==> src/rtl/serial_add_ctrl_if.sv <==
// Operand/result handshake bundle for serial_add_ctrl.
// The op_sub field exists only when SUB_ADD_EN is defined.
interface serial_add_ctrl_if #(parameter int NIBBLES = 4);
  localparam int W = 4 * NIBBLES;

  logic         in_valid;
  logic         in_ready;
  logic [W-1:0] a;
  logic [W-1:0] b;
  logic         c_in;
`ifdef SUB_ADD_EN
  logic         op_sub;
`endif
  logic         out_valid;
  logic         out_ready;
  logic [W-1:0] sum;
  logic         c_out;

  modport master (
`ifdef SUB_ADD_EN
    output op_sub,
`endif
    output in_valid, a, b, c_in, out_ready,
    input  in_ready, out_valid, sum, c_out
  );

  modport slave (
`ifdef SUB_ADD_EN
    input  op_sub,
`endif
    input  in_valid, a, b, c_in, out_ready,
    output in_ready, out_valid, sum, c_out
  );
endinterface

==> src/rtl/serial_add_ctrl.sv <==
// Nibble-serial wide adder: one shared 4-bit ripple slice, LSB nibble first.
// Define SUB_ADD_EN to add the op_sub (A - B) mode.
module ripple_adder (
  input  logic [3:0] a,
  input  logic [3:0] b,
  input  logic       ci,
  output logic [3:0] s,
  output logic       co
);
  always_comb begin : chain
    logic c;
    c = ci;
    s = '0;
    for (int i = 0; i < 4; i++) begin
      s[i] = a[i] ^ b[i] ^ c;
      c    = (a[i] & b[i]) | (c & (a[i] ^ b[i]));
    end
    co = c;
  end
endmodule

module serial_add_ctrl #(
  parameter int NIBBLES = 4
) (
  input  logic              clk,
  input  logic              rst_n,
  serial_add_ctrl_if.slave  bus
);
  localparam int W     = 4 * NIBBLES;
  localparam int CNT_W = $clog2(NIBBLES);
  localparam logic [CNT_W-1:0] LAST = CNT_W'(NIBBLES - 1);

  typedef enum logic [1:0] {IDLE, RUN, DONE} state_t;

  state_t           state;
  state_t           state_next;
  logic [W-1:0]     a_q;
  logic [W-1:0]     b_q;
  logic [W-1:0]     sum_q;
  logic             carry_q;
  logic             c_out_q;
  logic [CNT_W-1:0] cnt;
  logic [CNT_W+1:0] base;
  logic [W-1:0]     b_cap;
  logic             c_cap;
  logic [3:0]       slice_sum;
  logic             slice_carry;

`ifdef SUB_ADD_EN
  // Subtraction is A + ~B + 1, so the external carry-in is overridden.
  assign b_cap = bus.op_sub ? ~bus.b : bus.b;
  assign c_cap = bus.op_sub ? 1'b1   : bus.c_in;
`else
  assign b_cap = bus.b;
  assign c_cap = bus.c_in;
`endif

  assign base = {cnt, 2'b00};

  ripple_adder slice (
    .a  (a_q[base +: 4]),
    .b  (b_q[base +: 4]),
    .ci (carry_q),
    .s  (slice_sum),
    .co (slice_carry)
  );

  always_ff @(posedge clk or negedge rst_n) begin
    if (!rst_n) state <= IDLE;
    else        state <= state_next;
  end

  always_comb begin
    state_next = state;
    case (state)
      IDLE:    if (bus.in_valid)  state_next = RUN;
      RUN:     if (cnt == LAST)   state_next = DONE;
      DONE:    if (bus.out_ready) state_next = IDLE;
      default:                    state_next = IDLE;
    endcase
  end

  // cnt saturates on the last nibble so it never wraps inside RUN.
  always_ff @(posedge clk or negedge rst_n) begin
    if (!rst_n) begin
      a_q     <= '0;
      b_q     <= '0;
      sum_q   <= '0;
      carry_q <= 1'b0;
      c_out_q <= 1'b0;
      cnt     <= '0;
    end else begin
      case (state)
        IDLE: if (bus.in_valid) begin
          a_q     <= bus.a;
          b_q     <= b_cap;
          carry_q <= c_cap;
          cnt     <= '0;
        end
        RUN: begin
          sum_q[base +: 4] <= slice_sum;
          carry_q          <= slice_carry;
          if (cnt == LAST) c_out_q <= slice_carry;
          else             cnt     <= cnt + 1'b1;
        end
        default: ;
      endcase
    end
  end

  assign bus.in_ready  = (state == IDLE);
  assign bus.out_valid = (state == DONE);
  assign bus.sum       = sum_q;
  assign bus.c_out     = c_out_q;
endmodule

==> src/flat_wrapper.sv <==
// flat-port wrapper written by rule: the top's interface ports become plain ports
module serial_add_ctrl_flat 
#(
  parameter int NIBBLES = 4
)
  (clk, rst_n, bus_in_valid, bus_a, bus_b, bus_c_in, bus_out_ready, bus_in_ready, bus_out_valid, bus_sum, bus_c_out);
  serial_add_ctrl_if #(.NIBBLES(NIBBLES)) bus_i ();
  input  logic clk;
  input  logic rst_n;
  input wire logic [$bits(bus_i.in_valid)-1:0] bus_in_valid;
  input wire logic [$bits(bus_i.a)-1:0] bus_a;
  input wire logic [$bits(bus_i.b)-1:0] bus_b;
  input wire logic [$bits(bus_i.c_in)-1:0] bus_c_in;
  input wire logic [$bits(bus_i.out_ready)-1:0] bus_out_ready;
  output wire logic [$bits(bus_i.in_ready)-1:0] bus_in_ready;
  output wire logic [$bits(bus_i.out_valid)-1:0] bus_out_valid;
  output wire logic [$bits(bus_i.sum)-1:0] bus_sum;
  output wire logic [$bits(bus_i.c_out)-1:0] bus_c_out;
  assign bus_i.in_valid = bus_in_valid;
  assign bus_i.a = bus_a;
  assign bus_i.b = bus_b;
  assign bus_i.c_in = bus_c_in;
  assign bus_i.out_ready = bus_out_ready;
  assign bus_in_ready = bus_i.in_ready;
  assign bus_out_valid = bus_i.out_valid;
  assign bus_sum = bus_i.sum;
  assign bus_c_out = bus_i.c_out;
  serial_add_ctrl #(.NIBBLES(NIBBLES)) u_core (.clk(clk), .rst_n(rst_n), .bus(bus_i));
endmodule
==> config.mk <==
export PLATFORM = sky130hd
export DESIGN_NAME = serial_add_ctrl_flat
export DESIGN_NICKNAME = d
export VERILOG_FILES = /design/src/rtl/serial_add_ctrl_if.sv /design/src/rtl/serial_add_ctrl.sv /design/src/flat_wrapper.sv
export SDC_FILE = /design/constraint.sdc
export NUM_CORES = 1
export LEC_CHECK = 0
export ABC_AREA = 1
export BUFFER_PORTS_ARGS = -buffer_cell sky130_fd_sc_hd__buf_2
export CORE_ASPECT_RATIO = 0.9
export CORE_MARGIN = 1.5
export CORE_UTILIZATION = 59
export DETAILED_ROUTE_END_ITERATION = 8
export PLACE_DENSITY_LB_ADDON = 0.08
export SLEW_MARGIN = 40
export SYNTH_ARGS = -nofsm -noshare
export SYNTH_HDL_FRONTEND = slang
export SYNTH_SLANG_ARGS = --single-unit
==> constraint.sdc <==
create_clock -name clk -period 9.05 [get_ports clk]
set_clock_uncertainty 0.1 [all_clocks]
set_input_delay 0.905 -clock clk [delete_from_list [all_inputs] [get_ports clk]]
set_output_delay 0.905 -clock clk [all_outputs]
set_load 0.1 [all_outputs]
== Word-level counts from Yosys, hierarchy flattened ==
Cells that the tools add are included.
Widths: inputs -> output; s select.
Storage, ports and cells
  register bits after elaboration: 54
  input port bits: 37
  output and inout bits: 19
Cells by class
  $add $sub $neg: 2
  equality and inequality tests: 7
  shift-type cells: 4
  multiplexer cells: 10
  bitwise gates (word level): 20
  reductions and logical operators: 7
Operator list (count)
  $shiftx 16x5->4: 2
  $bwmux 16: 1
  $shift 4x6->16 const A: 1
  $shiftx 4x6->16: 1
  $mux 2: 5
  $and 1x1->1: 8
  $xor 1x1->1: 8
  $ne 2x2->1 const B: 3
  $neg 4->6: 1
  $pmux 2 s3: 1
  $reduce_and 2->1: 3
  $reduce_and 3->1: 2
  $eq 2x2->1 const B: 2
  $or 1x1->1: 4
  $pmux 2 s2: 1
  $add 2x1->2 const B: 1
  $eq 2x1->1 const B: 1
  $logic_not 2->1: 1
  $ne 2x1->1 const B: 1
  $pmux 1 s2: 1
  $reduce_bool 2->1: 1
  $mux 1: 1

== Logic depth before layout (Yosys ltp) ==
Gate-level depths: netlist (run 1).
  depth in word-level cells: 11
  depth in mapped cells: 16
  depth with buffers taken out: 14

== Modules after synthesis ==
Synthesis (run 1) repeated with hierarchy kept, for this count alone.
Second synthesis, totals
  cells, all modules: 338
  area total of the unflattened synthesis: 2770.2 um^2
By module, submodules not included
  serial_add_ctrl: instances 1, cells an instance 324, area each 2652.5 um^2
  ripple_adder: instances 1, cells an instance 14, area each 117.6 um^2

== Worst setup path after synthesis (run 1) ==
OpenSTA, ideal clock, no wires.
  path kind: register to register
  start: register u_core.cnt[0]
  end: register u_core.sum_q[11], in the netlist u_core.bus.sum[11]
  data arrival time: 2648 ps
  data required time: 8830 ps
  path slack: 6182 ps
  stages on the path, launching flop included: 16
  buffers on the path: 2
  clock period less this slack: 2868 ps
  path through: dfrtp_1 -> buf_2 -> buf_2 -> o21ai_0 -> nand2_1 -> nand2_1 -> fa_1 -> inv_1 -> fa_1 -> fa_1 -> inv_1 -> fa_1 -> nand2_1 -> inv_1 -> nand3_1 -> nand2_1
Between the ends
  cells in the longest elaborated chain, start to end: 11
  elaborated cells on any way between the ends: 23
  those cells by class: 1 x add/sub; 4 x shift; 1 x mux; 17 x bitwise
RTL lines
  from (decl): RTL line serial_add_ctrl.sv:42  | logic [CNT_W-1:0] cnt;
  from (signal assigned): RTL line serial_add_ctrl.sv:104  | else cnt <= cnt + 1'b1;
  $shiftx 16x5->4, on equally long branches: RTL line serial_add_ctrl.sv:61, serial_add_ctrl.sv:62
  $xor 1x1->1: RTL line serial_add_ctrl.sv:15, serial_add_ctrl.sv:16
  $and 1x1->1: RTL line serial_add_ctrl.sv:16  | c = (a[i] & b[i]) | (c & (a[i] ^ b[i]));
  $or 1x1->1: RTL line serial_add_ctrl.sv:16
  $and 1x1->1: RTL line serial_add_ctrl.sv:16
  $or 1x1->1: RTL line serial_add_ctrl.sv:16
  $and 1x1->1: RTL line serial_add_ctrl.sv:16
  $or 1x1->1: RTL line serial_add_ctrl.sv:16
  $xor 1x1->1: RTL line serial_add_ctrl.sv:15  | s[i] = a[i] ^ b[i] ^ c;
  $shiftx 4x6->16: RTL line serial_add_ctrl.sv:101  | sum_q[base +: 4] <= slice_sum;
  $bwmux 16 *: RTL line serial_add_ctrl.sv:101
  to (signal, indexed assignment): RTL line serial_add_ctrl.sv:101
  to (decl): RTL line serial_add_ctrl.sv:39  | logic [W-1:0] sum_q;
Every way passes the cells marked *; elsewhere a longest branch is shown, timed or not.
A chain may end at the register's enable or synchronous reset.

== Worst setup path in the final report (run 1) ==
  start: register u_core.cnt[0]
  end: register u_core.sum_q[15], in the netlist u_core.bus.sum[15]
The elaborated chain is that of the path after synthesis.

==> impl_metrics.csv, run 1 <==
group,metric,value,unit
status,status,"finished clean",
cts,htreeDepth,2,
synthesis,yosys_warnings,0,
timing,setup_viol,0,
timing,final.period_utilization,0.376,
timing,finalCriticalPeriod,3400,ps
floorplan,core,0.00446,mm²
synthesis,syn_inst,346,
synthesis,synth.ff_latch_count,54,
critical_path,critPathMaxStageDelay,660,ps
critical_path,critPathArrivalTime,3510,ps
timing,rsz0062_at_grt,"no",
route,vias,2316,
synthesis,synthAdderAreaFrac,0.0568,
synthesis,synth_seq_area_share,0.495,
layout,syn_to_final_growth,13.2,%
timing,worst_pin_slew,672,ps
route,remaining_drc_errors,0,
cts,clkTransAtPathRegs,90,ps
synthesis,synth.cell_area,0.00273,mm²
route,dr.pass1.iters,5,
critical_path,slowest_stage,"dfrtp_2",
cts,cts_tree,"yes",
global_route,antenna_found_initial,0,
route,ant_nets,0,
min_path,hold_path_class,"flop to flop",
layout,multi_input_area,0.00120,mm²
cts,cts_max_path_buffers,2,
synthesis,synth_compound_area_frac,0.0321,
placement,portBuffers,55,
cts,worstSkewPairLatency,310,ps
flow_run,max-cap-violations,0,
placement,gp_congestion,0.811,
timing,maxSlewHeadroom,0.552,
synthesis,synth_fp_nets,393,
placement,placed_area,0.00300,mm²
cts,cts_resized,0,
cts,cts_buffers,5,
synthesis,synth_xor_area_frac,0,
synthesis,synthMuxAreaShare,0,
route,route.final.wire_length,5490,µm
floorplan,std_cell_rows,23,
timing,finalHoldViolCount,0,
layout,seq_area,0.00135,mm²
critical_path,cp_data_required_time,9160,ps
synthesis,yosysTopAreaCellShare,0.495,
timing,finalSetupTns,0,ps
critical_path,startpoint_type,"flop",
timing,hold_ws,376,ps
route,viasPerCell,5.10,
synthesis,async_reset_ff_frac,1.00,
synthesis,synth_top_family_by_area,"simple AND/OR/NAND/NOR gates",
synthesis,syn_area_per_cell,7.89,µm²
floorplan,boundaryPins,56,
timing,slew_viol_final,0,
placement,dp_hpwl,3890,µm
cts,root_buffer,"clkbuf_8",
critical_path,crit_family,"adder cells",
synthesis,ys_top_cells_by_area,"dfrtp_1 49%, nand2_1 20%, nand3_1 11%, fa_1 2.9%, inv_1 2.9%",
layout,insertedDiodeCount,0,
global_route,grt_max_degree,55,
floorplan,initial_core_util,0.612,
floorplan,die_x,74.7,µm
critical_path,worstPathCellList,"inv_1 > nand2_1 > o211ai_1 > nand2_1 > fa_1 > inv_1 > fa_1 > fa_1 > inv_1 > fa_1 > nand2_1 > nor2_1 > nand2_1 > nand2_1",
floorplan,die-height,67.6,µm
critical_path,path_buf_inv,3,
synthesis,synth_ff_type,"dfrtp_1",
critical_path,endpoint_kind,"flop",
cts,cts.sinks,54,
global_route,grt_pass1_wl,9030,µm
layout,drive_above_1_share,0.176,
route,drtIter0Drc,131,
global_route,grt_usage,0.233,
cts,hold_buffers,0,
critical_path,path_max_fanout,29,
timing,max_freq,294,MHz
global_route,grt_overflow,0,
critical_path,crit_top_cell,"nand2_1",
route,wl_per_cell,12.1,µm
synthesis,synth-edff-count,0,
cts,cts_setup_buffers,0,
critical_path,rrSetupSlack,5650,ps
critical_path,critical_path_class,"flop to flop",
floorplan,dieArea,0.00505,mm²
layout,nNetsFinal,438,
layout,fillers,377,
synthesis,synth_top_area_cell,"dfrtp_1",
layout,postLayoutCellArea,0.00309,mm²
synthesis,yosysUniqueCellTypes,20,
synthesis,synth-simple-area-share,0.351,
global_route,grt_pass1_vias,2110,
logic make-up after synthesis:
| logic type | count (synthesis) |
|---|---|
| AOI/OAI and AO/OA | 15 |
| buffers and inverters | 41 |
| adders and majority gates | 10 |
| and+or+nand+nor | 226 |
| DFF | 54 |
cells in the mapped netlist (all sizes together) (2+ instances only):
library cell / count
o21ai: 10
inv: 22
fa: 4
dfrtp: 54
nand4: 2
nand2: 148
o211ai: 4
buf: 15
clkbuf: 3
ha: 6
nand3: 59
nor2: 17
state kept, by name (all words and copies together) (netlist names):
| name | flops |
|---|---|
| u_core.cnt | 2 |
| u_core.b_q | 16 |
| u_core.bus.sum | 16 |
| u_core.carry_q | 1 |
| u_core.a_q | 16 |
| u_core.bus.c_out | 1 |
| u_core.state | 2 |
worst reg2reg max path, cell delays in order (launching register included):
cell and delay [ps]:
dfrtp_2 660, inv_1 420, nand2_1 170, o211ai_1 90, nand2_1 110, fa_1 160, inv_1 50, fa_1 380
fa_1 360, inv_1 70, fa_1 450, nand2_1 110, nor2_1 50, nand2_1 90, nand2_1 40
cell type report:
type | instances | area share
clock inverters | 1 | 0.00162
well taps | 62 | 0.0251
flip-flops and latches | 54 | 0.437
repair buffers | 56 | 0.0915
clock buffers | 7 | 0.0279
multi-input cells | 251 | 0.389
inverters | 23 | 0.0279
per-stage QoR:
stage | util | worst slack (ps) | std cells
after floorplan | - | 6180 | 346
after CTS | 0.693 | 5300 | 454
after detailed placement | 0.672 | 5310 | 446
final | 0.693 | 5650 | 454
after global placement | 0.672 | 5360 | 446
after global routing | 0.693 | 5380 | 454
layer usage:
layer | vias up | part of all wire | GRT usage
li1 | 1181 | - | -
met2 | 62 | 0.46 | 0.395
met5 | - | 0 | 0
met1 | 1065 | 0.48 | 0.305
met4 | 0 | 0.0084 | 0.0614
met3 | 8 | 0.047 | 0.0463
cells in the final DEF, fill, tap and decap left out, types with 2 or more instances in the layout:
master    count
o211ai_1      4
nand2_1     146
nand4_1       2
fa_1          4
nor2_1       16
o21ai_0      10
nand3_1      58
ha_1          6
dfrtp_1      53
buf_2        55
inv_1        21
clkbuf_8      6
final timing paths:
check                               from            endpoint  cells after the start
min reg2reg                u_core.b_q[7]       u_core.b_q[7]                      2
max reg2reg                u_core.cnt[0]  u_core.bus.sum[15]                     14
max in group asynchronous          rst_n       u_core.cnt[0]                      2
min                        u_core.b_q[7]       u_core.b_q[7]                      2
min in group asynchronous          rst_n   u_core.bus.sum[4]                      2
max                        u_core.cnt[0]  u_core.bus.sum[15]                     14
Power of run 1 is not shown: default switching activity piles up to over one toggle a cycle in this logic, so the estimate is an artifact.
==> inputs of run 2 (changes only) <==
CORE_UTILIZATION = 49   (was 59)
clock period = 3 ns   (was 9.05 ns; I/O delays follow)
==> impl_metrics.csv, run 2 (synthesis gave the netlist of run 1 again) <==
group,metric,value,unit
min_path,whs_path_depth,2,
layout,drive_above_1_share,0.211,
critical_path,slowest_stage,"fa_1",
layout,stdcell_count,474,
route,ant_nets,0,
critical_path,rr_worst_depth,14,
critical_path,cp_data_required_time,3100,ps
timing,slew_viol_final,0,
cts,htreeDepth,2,
global_route,antenna_found_initial,0,
floorplan,std_cell_rows,25,
route,dr.pass1.iters,4,
cts,cts_tree,"yes",
route,drtIter0Drc,106,
layout,final_common_cell,"nand2_1",
critical_path,worstSetupEndpoint,"u_core.bus.sum[11]",
timing,maxSlewHeadroom,0.585,
timing,final.period_utilization,0.954,
route,wl_per_cell,12.5,µm
placement,gp_congestion,0.848,
floorplan,die_x,81.7,µm
global_route,grt_pass1_vias,2255,
critical_path,critical_path_class,"flop to flop",
timing,setup_viol,0,
layout,syn_to_final_growth,18.1,%
critical_path,timing.rr.start,"u_core.cnt[0]",
cts,root_buffer,"clkbuf_8",
floorplan,die-height,73.8,µm
layout,final_cell_mix,"146 x nand2_1, 58 x nand3_1, 55 x buf_2",
floorplan,boundaryPins,56,
layout,insertedDiodeCount,0,
min_path,hold_path_class,"primary input to flop",
flow_run,max-cap-violations,0,
timing,max_freq,349,MHz
placement,dp_hpwl,4250,µm
critical_path,rrSetupSlack,140,ps
timing,finalHoldViolCount,0,
critical_path,crit_start,"u_core.cnt[0]",
route,route.final.wire_length,5930,µm
timing,finalCriticalPeriod,2860,ps
placement,portBuffers,55,
floorplan,dieArea,0.00603,mm²
critical_path,regToRegEndpoint,"u_core.bus.sum[11]",
cts,cts_max_path_buffers,2,
layout,multi_input_area,0.00120,mm²
route,remaining_drc_errors,0,
critical_path,worstPathCellList,"clkinvlp_4 > clkbuf_2 > buf_4 > nand2_1 > nand3_1 > nand2_1 > fa_1 > fa_2 > inv_2 > fa_1 > nand2_1 > inv_1 > nand3_1 > nand2_1",
critical_path,path_max_fanout,6,
cts,worstSkewPairLatency,300,ps
cts,cts_buffers,5,
layout,fillers,526,
global_route,grt_usage,0.215,
cts,cts.sinks,54,
global_route,grt_pass1_wl,10100,µm
route,vias,2373,
global_route,grt_max_degree,38,
floorplan,initial_core_util,0.514,
critical_path,endpoint_kind,"flop",
route,viasPerCell,5.01,
status,status,"finished clean",
critical_path,critPathMaxStageDelay,460,ps
cts,clkTransAtPathRegs,90,ps
global_route,grt_overflow,0,
timing,worst_pin_slew,622,ps
critical_path,critPathArrivalTime,2960,ps
floorplan,core,0.00532,mm²
placement,dp_cells,458,
critical_path,crit_top_cell,"nand2_1",
layout,seq_area,0.00135,mm²
layout,nNetsFinal,455,
critical_path,startpoint_type,"flop",
run 2: how the worst min path moves through the flow:
stage	from	end
2_1_floorplan	rst_n	u_core.a_q[0]
3_3_place_gp	rst_n	u_core.bus.c_out
3_5_place_dp	rst_n	u_core.bus.c_out
4_1_cts	bus_out_ready	u_core.state[1]
5_1_grt	bus_out_ready	u_core.state[1]
6_report	bus_out_ready	u_core.state[1]
run 2: layout make-up:
cell class              instances  share of cell area
multi-input cells             251               0.373
clock buffers                   6              0.0256
inverters                      23              0.0279
well taps                      67              0.0260
repair buffers                 73               0.128
flip-flops and latches         54               0.419
run 2: metal layers:
metal  vias to the layer above  GRT usage  part of all wire
met5                         -          0                 0
met4                         0     0.0527            0.0046
met3                         2     0.0335             0.033
met2                        44      0.375              0.49
met1                      1112      0.281              0.47
li1                       1215          -                 -
run 2: worst max-delay path, delay by kind of cell (launching register included):
family | cells | cell delay [ps]
fa+ha+maj | 3 | 1270
buf+inv | 5 | 540
flops | 1 | 440
simple gates | 6 | 410
run 2: metrics by stage:
| stage | utilization | hold WS, ps | worst slack [ps] | cell area, µm² | setup TNS, ps |
|---|---|---|---|---|---|
| floorplan | - | -95.6 | 132 | 2730 | 0 |
| global placement | 0.575 | 253 | 182 | 3060 | 0 |
| detailed placement | 0.575 | 250 | 99.9 | 3060 | 0 |
| CTS | 0.592 | 68.7 | 82.9 | 3150 | 0 |
| global route | 0.607 | 59.6 | -39.3 | 3230 | -103 |
| finish | 0.607 | 73.0 | 138 | 3230 | 0 |
run 2: repair_timing:
item / in CTS / in global routing
endpoints found under the setup margin: 0 / 5
setup buffers: 0 / 9
hold buffers: 1 / 0
endpoints found under the hold margin: 27 / 0
resized for setup: 0 / 5
Power of run 2 is left out for the same reason.
